===== config.mk =====
export PLATFORM = sky130hd
export DESIGN_NAME = regfile_port_driver_flat
export DESIGN_NICKNAME = d
export VERILOG_FILES = /design/src/rtl/regfile_pkg.sv /design/src/rtl/regfile_port_driver_if.sv /design/src/rtl/regfile_rsp_fifo.sv /design/src/rtl/regfile_port_driver.sv /design/src/flat_wrapper.sv
export SDC_FILE = /design/constraint.sdc
export NUM_CORES = 1
export LEC_CHECK = 0
export BUFFER_PORTS_ARGS = -buffer_cell sky130_fd_sc_hd__buf_4
export CORE_UTILIZATION = 40
export CTS_BUF_LIST = sky130_fd_sc_hd__clkbuf_16
export CTS_CLUSTER_DIAMETER = 200
export CTS_CLUSTER_SIZE = 28
export DETAILED_ROUTE_END_ITERATION = 10
export GPL_ROUTABILITY_DRIVEN = 0
export PLACE_DENSITY = 0.68
export RECOVER_POWER = 50
export SETUP_SLACK_MARGIN = 0.1
export SLEW_MARGIN = 20
export SYNTH_ARGS = -nofsm -noshare
export SYNTH_HDL_FRONTEND = slang
export SYNTH_SLANG_ARGS = --single-unit

===== constraint.sdc =====
create_clock -name clk -period 4.6 [get_ports clk]
set_input_delay 0.69 -clock clk [delete_from_list [all_inputs] [get_ports clk]]
set_output_delay 0.69 -clock clk [all_outputs]
set_load 0.005 [all_outputs]

===== src/rtl/regfile_pkg.sv =====
// Shared definitions for the register-file port driver.
//   state_t      : sequencer FSM states (RWAIT only reachable with READ_LAT=1)
//   DEF_ADDR_W   : default register address width
//   DEF_DATA_W   : default register data width
//   read_lat_ok  : legality check for the register-file read latency
package regfile_pkg;

  localparam int DEF_ADDR_W = 1;
  localparam int DEF_DATA_W = 1;

  typedef enum logic [1:0] {
    IDLE,
    WRITE,
    READ,
    RWAIT
  } state_t;

  function automatic bit read_lat_ok(int lat);
    return (lat == 0) || (lat == 1);
  endfunction

endpackage


===== src/rtl/regfile_port_driver_if.sv =====
// Command/response stream bundle for regfile_port_driver.
//   cmd_valid/cmd_ready : command handshake
//   cmd_write           : 1 = write, 0 = read
//   cmd_addr/cmd_wdata  : target register and write data
//   rsp_valid/rsp_ready : read-result handshake
//   rsp_rdata           : read result
// master = agent issuing commands, slave = the driver.
interface regfile_port_driver_if #(
  parameter int ADDR_W = 1,
  parameter int DATA_W = 1
) ();

  logic              cmd_valid;
  logic              cmd_ready;
  logic              cmd_write;
  logic [ADDR_W-1:0] cmd_addr;
  logic [DATA_W-1:0] cmd_wdata;
  logic              rsp_valid;
  logic              rsp_ready;
  logic [DATA_W-1:0] rsp_rdata;

  modport master (
    output cmd_valid, cmd_write, cmd_addr, cmd_wdata, rsp_ready,
    input  cmd_ready, rsp_valid, rsp_rdata
  );

  modport slave (
    input  cmd_valid, cmd_write, cmd_addr, cmd_wdata, rsp_ready,
    output cmd_ready, rsp_valid, rsp_rdata
  );

endinterface


===== src/rtl/regfile_rsp_fifo.sv =====
// Circular-buffer response FIFO for read results.
//   clk, rst_n : clock, synchronous active-low reset
//   push, din  : enqueue din (caller guarantees space, or a same-edge pop)
//   pop        : dequeue head (ignored when empty)
//   full/empty : occupancy flags
//   count      : number of stored entries
//   head       : oldest entry, stable until popped
module regfile_rsp_fifo #(
  parameter  int DEPTH = 2,
  parameter  int WIDTH = 1,
  localparam int CNT_W = $clog2(DEPTH + 1)
) (
  input  logic             clk,
  input  logic             rst_n,
  input  logic             push,
  input  logic             pop,
  input  logic [WIDTH-1:0] din,
  output logic             full,
  output logic             empty,
  output logic [CNT_W-1:0] count,
  output logic [WIDTH-1:0] head
);

  localparam int PTR_W = (DEPTH > 1) ? $clog2(DEPTH) : 1;

  logic [WIDTH-1:0] mem [DEPTH];
  logic [PTR_W-1:0] rd_ptr;
  logic [PTR_W-1:0] wr_ptr;
  logic             do_pop;

  function automatic logic [PTR_W-1:0] ptr_inc(logic [PTR_W-1:0] p);
    return (p == PTR_W'(DEPTH - 1)) ? '0 : p + PTR_W'(1);
  endfunction

  assign full   = (count == CNT_W'(DEPTH));
  assign empty  = (count == '0);
  assign head   = mem[rd_ptr];
  assign do_pop = pop && !empty;

  always_ff @(posedge clk) begin
    if (!rst_n) begin
      rd_ptr <= '0;
      wr_ptr <= '0;
      count  <= '0;
    end else begin
      if (push) begin
        mem[wr_ptr] <= din;
        wr_ptr      <= ptr_inc(wr_ptr);
      end
      if (do_pop) begin
        rd_ptr <= ptr_inc(rd_ptr);
      end
      case ({push, do_pop})
        2'b10:   count <= count + CNT_W'(1);
        2'b01:   count <= count - CNT_W'(1);
        default: count <= count;
      endcase
    end
  end

endmodule


===== src/rtl/regfile_port_driver.sv =====
// Command-to-port sequencer owning the access side of a register file.
//   clk, rst_n : clock, synchronous active-low reset
//   bus        : command/response streams (slave side)
//   regWrite, writeReg, writeData : register-file write port
//   readReg, readData             : register-file read port
//   busy       : an access is in progress (FSM not IDLE)
// One access at a time; read results are queued in regfile_rsp_fifo.
module regfile_port_driver
  import regfile_pkg::*;
#(
  parameter int ADDR_W    = DEF_ADDR_W,
  parameter int DATA_W    = DEF_DATA_W,
  parameter int READ_LAT  = 0,
  parameter int RSP_DEPTH = 2
) (
  input  logic                clk,
  input  logic                rst_n,
  regfile_port_driver_if.slave bus,
  output logic                regWrite,
  output logic [ADDR_W-1:0]   writeReg,
  output logic [DATA_W-1:0]   writeData,
  output logic [ADDR_W-1:0]   readReg,
  input  logic [DATA_W-1:0]   readData,
  output logic                busy
);

  localparam int CNT_W = $clog2(RSP_DEPTH + 1);

  if (!read_lat_ok(READ_LAT) || (RSP_DEPTH < 1)) begin : g_bad_param
    $error("regfile_port_driver: READ_LAT must be 0 or 1 and RSP_DEPTH >= 1");
  end

  state_t           state;
  state_t           state_nxt;
  logic             rdy_en;
  logic             accept;
  logic             in_flight;
  logic             read_done;
  logic             push;
  logic             pop;
  logic             fifo_full;
  logic             fifo_empty;
  logic [CNT_W-1:0] fifo_count;
  logic [DATA_W-1:0] fifo_head;

  assign accept = bus.cmd_valid && bus.cmd_ready;

  // State register
  always_ff @(posedge clk) begin
    if (!rst_n) state <= IDLE;
    else        state <= state_nxt;
  end

  // Next-state logic
  always_comb begin
    state_nxt = state;
    case (state)
      IDLE:    if (accept) state_nxt = bus.cmd_write ? WRITE : READ;
      WRITE:   state_nxt = IDLE;
      READ:    state_nxt = (READ_LAT == 1) ? RWAIT : IDLE;
      RWAIT:   state_nxt = IDLE;
      default: state_nxt = IDLE;
    endcase
  end

  // Output decode
  always_comb begin
    regWrite  = (state == WRITE);
    busy      = (state != IDLE);
    in_flight = (state == READ) || (state == RWAIT);
    read_done = ((state == READ) && (READ_LAT == 0)) || (state == RWAIT);
  end

  // rdy_en keeps cmd_ready low for the cycle following a reset edge even if
  // rst_n has already been released; the rst_n term covers the reset cycle.
  always_ff @(posedge clk) begin
    if (!rst_n) rdy_en <= 1'b0;
    else        rdy_en <= 1'b1;
  end

  assign bus.cmd_ready = rst_n && rdy_en && (state == IDLE) &&
                         ((int'(fifo_count) + int'(in_flight)) < RSP_DEPTH);

  // Port registers: loaded only on acceptance, held otherwise.
  always_ff @(posedge clk) begin
    if (!rst_n) begin
      writeReg  <= '0;
      writeData <= '0;
      readReg   <= '0;
    end else if (accept) begin
      if (bus.cmd_write) begin
        writeReg  <= bus.cmd_addr;
        writeData <= bus.cmd_wdata;
      end else begin
        readReg <= bus.cmd_addr;
      end
    end
  end

  // A slot is reserved at acceptance, so the full guard never drops data in
  // practice; a same-edge pop makes a push into a full FIFO legal.
  assign pop  = bus.rsp_valid && bus.rsp_ready;
  assign push = read_done && (!fifo_full || pop);

  regfile_rsp_fifo #(
    .DEPTH (RSP_DEPTH),
    .WIDTH (DATA_W)
  ) u_rsp_fifo (
    .clk   (clk),
    .rst_n (rst_n),
    .push  (push),
    .pop   (pop),
    .din   (readData),
    .full  (fifo_full),
    .empty (fifo_empty),
    .count (fifo_count),
    .head  (fifo_head)
  );

  assign bus.rsp_valid = !fifo_empty;
  assign bus.rsp_rdata = fifo_head;

endmodule


===== src/flat_wrapper.sv =====
// flat-port wrapper written by rule: the top's interface ports become plain ports
module regfile_port_driver_flat import regfile_pkg::*;
#(
  parameter int ADDR_W    = DEF_ADDR_W,
  parameter int DATA_W    = DEF_DATA_W,
  parameter int READ_LAT  = 0,
  parameter int RSP_DEPTH = 2
)
  (clk, rst_n, regWrite, writeReg, writeData, readReg, readData, busy, bus_cmd_valid, bus_cmd_write, bus_cmd_addr, bus_cmd_wdata, bus_rsp_ready, bus_cmd_ready, bus_rsp_valid, bus_rsp_rdata);
  regfile_port_driver_if #(.ADDR_W(ADDR_W), .DATA_W(DATA_W)) bus_i ();
  input  logic clk;
  input  logic rst_n;
  output logic regWrite;
  output logic [ADDR_W-1:0] writeReg;
  output logic [DATA_W-1:0] writeData;
  output logic [ADDR_W-1:0] readReg;
  input  logic [DATA_W-1:0] readData;
  output logic busy;
  input wire logic [$bits(bus_i.cmd_valid)-1:0] bus_cmd_valid;
  input wire logic [$bits(bus_i.cmd_write)-1:0] bus_cmd_write;
  input wire logic [$bits(bus_i.cmd_addr)-1:0] bus_cmd_addr;
  input wire logic [$bits(bus_i.cmd_wdata)-1:0] bus_cmd_wdata;
  input wire logic [$bits(bus_i.rsp_ready)-1:0] bus_rsp_ready;
  output wire logic [$bits(bus_i.cmd_ready)-1:0] bus_cmd_ready;
  output wire logic [$bits(bus_i.rsp_valid)-1:0] bus_rsp_valid;
  output wire logic [$bits(bus_i.rsp_rdata)-1:0] bus_rsp_rdata;
  assign bus_i.cmd_valid = bus_cmd_valid;
  assign bus_i.cmd_write = bus_cmd_write;
  assign bus_i.cmd_addr = bus_cmd_addr;
  assign bus_i.cmd_wdata = bus_cmd_wdata;
  assign bus_i.rsp_ready = bus_rsp_ready;
  assign bus_cmd_ready = bus_i.cmd_ready;
  assign bus_rsp_valid = bus_i.rsp_valid;
  assign bus_rsp_rdata = bus_i.rsp_rdata;
  regfile_port_driver #(.ADDR_W(ADDR_W), .DATA_W(DATA_W), .READ_LAT(READ_LAT), .RSP_DEPTH(RSP_DEPTH)) u_core (.clk(clk), .rst_n(rst_n), .bus(bus_i), .regWrite(regWrite), .writeReg(writeReg), .writeData(writeData), .readReg(readReg), .readData(readData), .busy(busy));
endmodule

==> impl_metrics.toml <==
[sta]
slew_headroom_pct = 58.2
clock.fmax_mhz = 475
final-hold-violation-count = 0
drv_slew = 0
period_share_pct = 45.7
setup_tns_ps = 0
fin_crit_ps = 2100
worst_pin_slew_ps = 621
skew_ps = 1.41
worst_slack_ps = 2500
rsz0062_at_grt = "false"
setup_viol = 0

[finish]
stdcell_count = 85
drive_gt1_share_pct = 31.4
fill_cells = 121
final_area_um2 = 723
nets = 80
syn2layout_area_growth_pct = 27.9
antenna_cells = 0

[cts]
cts_inserted_buffers = 3
clock-sinks = 13
htreeDepth = 1
worstSkewPairLatency_ps = 240
cts_buffer_depth = 2
clkTransAtPathRegs_ps = 40
cts_setup_buffers = 0
ctsHoldBuffers = 0
cts_root_buffer = "clkbuf_16"
postCtsResizedCells = 0
cts_tree = "yes"

[critical_path]
crit_path_start_kind = "input pin"
endpoint_kind = "output pin"
crit_type = "in -> out"
critPathRequiredTime_ps = 3910
cp_max_fo = 9
crit_arrival_ps = 1410

[min_path]
worstHoldPathType = "reg -> reg"

[flow_run]
maxCapViolations = 0

[routing]
avgRoutedWirePerCell_um = 11.0
wl_met3_um = 29
routed-wl-met2_um = 426
remaining_drc_errors = 0
vias = 396
dr.pass1.iters = 2
vias_per_cell = 4.66
drt_wl_total_um = 937
drt-met1-wl_um = 466
topRoutingLayerUsed = "met4"
antenna_left = 0
drtIter0Drc = 5

[outcome]
status = "complete, no violations"

[power]
leakagePower_uw = 0.000320
ir_drop_mv = 0.265
p_per_area_nw_per_um2 = 430

[place]
placed_area_um2 = 692
placedCellCount = 81
portBuffers = 15
detailed_place_hpwl_um = 693
pre_cts_ws_ps = 2620

[synth]
synth_nets = 61
yosysWarnings = 0
avgSynthCellArea_um2 = 10.9
ys_ff_latch = 13
synth.distinct_cells = 22
syn_inst = 52
synthesis.area_um2 = 566
ys_seq_area_share_pct = 49.6

[floorplanning]
start_util_pct = 43.5
core_area_um2 = 1300
rows = 13
die_x_um = 39.6
die_y_um = 39.6
die-area_um2 = 1570
num_io_pins = 16

[global_route]
overflow = 0
grt_pass1_wl_mm = 1.37
antenna_found_initial = 0
grt_start_max_net_pins = 10
grtUsageTotal_pct = 14.2
grt_pass1_vias = 330
final cells by class:
type,instances,area [µm²],area share [%]
Clock buffer,3,75.1,10.4
Clock inverter,1,3.75,0.519
Sequential cell,13,280,38.8
Tap cell,15,18.8,2.60
Multi-Input combinational cell,33,218,30.1
Timing Repair Buffer,15,109,15.1
Inverter,5,18.8,2.60
metal layers:
layer | vias up | GRT usage [%]
li1 | 208 | -
met1 | 180 | 17.3
met2 | 6 | 20.1
met3 | 2 | 5.11
met4 | 0 | 10.3
met5 | - | 0
critical path: stages:
cell      delay [ps]
clkbuf_1         270
nand2_1          160
nor3_1           160
buf_4            130
flip-flops by register name (all words and copies together) (netlist names), named ones only:
register / cells
u_core.u_rsp_fifo.wr_ptr: 1
u_core.readReg: 1
u_core.u_rsp_fifo.count: 2
u_core.rdy_en: 1
u_core.state: 2
u_core.writeData: 1
u_core.u_rsp_fifo.mem: 2
u_core.writeReg: 1
u_core.u_rsp_fifo.rd_ptr: 1
report_power, final:
part / internal, µW / switching [µW]
Combinational: 16.5 / 12.3
Clock: 114 / 43.3
Sequential: 121 / 3.72
Total: 251 / 59.3
Yosys cell counts (all sizes together):
cell type	n	area (µm²)
mux2i	4	40.0
a21oi	1	5.00
nor3	2	10.0
edfxtp	2	60.1
or3	1	6.26
or2	2	12.5
o21ai	1	5.00
o21a	1	7.51
mux2	1	11.3
dfxtp	11	220
buf	1	5.00
xor2	1	8.76
or3b	1	11.3
nand2	7	26.3
ha	1	12.5
nor4	2	42.5
o31ai	1	21.3
xnor2	2	17.5
and2b	1	8.76
inv	5	18.8
nor2	4	15.0
cells by family (layout without fill, tap and decap cells):
kind of cell               Yosys count  count (layout)  share of synthesized area, %
AOI/OAI and AO/OA                    4               4                          6.86
xor gates and xnor gates             3               3                          4.65
muxes                                5               5                          9.07
DFF                                 13              13                          49.6
adders and majority gates            1               1                          2.21
buffers and inverters                6              24                          4.20
and+or+nand+nor                     20              20                          23.5
per-stage QoR:
step | hold WS [ps] | utilization, % | total power [µW]
6_report | 452 | 55.6 | 311
2_1_floorplan | 438 | - | 146
4_1_cts | 455 | 59.2 | 317
3_3_place_gp | 448 | 53.2 | 159
5_1_grt | 500 | 55.6 | 322
3_5_place_dp | 449 | 53.2 | 159
cells in the final DEF, fill, tap and decap left out, types with 2 or more instances in the layout:
cell type,instances
clkbuf_16,3
nor3_1,2
clkbuf_4,2
dfxtp_1,11
buf_4,12
xnor2_1,2
nand2_1,7
or2_2,2
nor4_1,2
nor2_1,4
mux2i_1,4
inv_1,5
edfxtp_1,2
worst paths after layout:
path	start	end	cells past startpoint	slack, ps
worst min register to register	u_core.writeReg$_SDFFE_PN0P_	u_core.writeReg$_SDFFE_PN0P_	2	450
worst min-delay path	u_core.writeReg$_SDFFE_PN0P_	u_core.writeReg$_SDFFE_PN0P_	2	450
worst max-delay path	rst_n	bus_cmd_ready	4	2500
worst max register to register	u_core.u_rsp_fifo.count[1]$_SDFFE_PN0P_	u_core.u_rsp_fifo.count[1]$_SDFFE_PN0P_	5	2600
No activity file was read; power rests on OpenSTA's default activity.
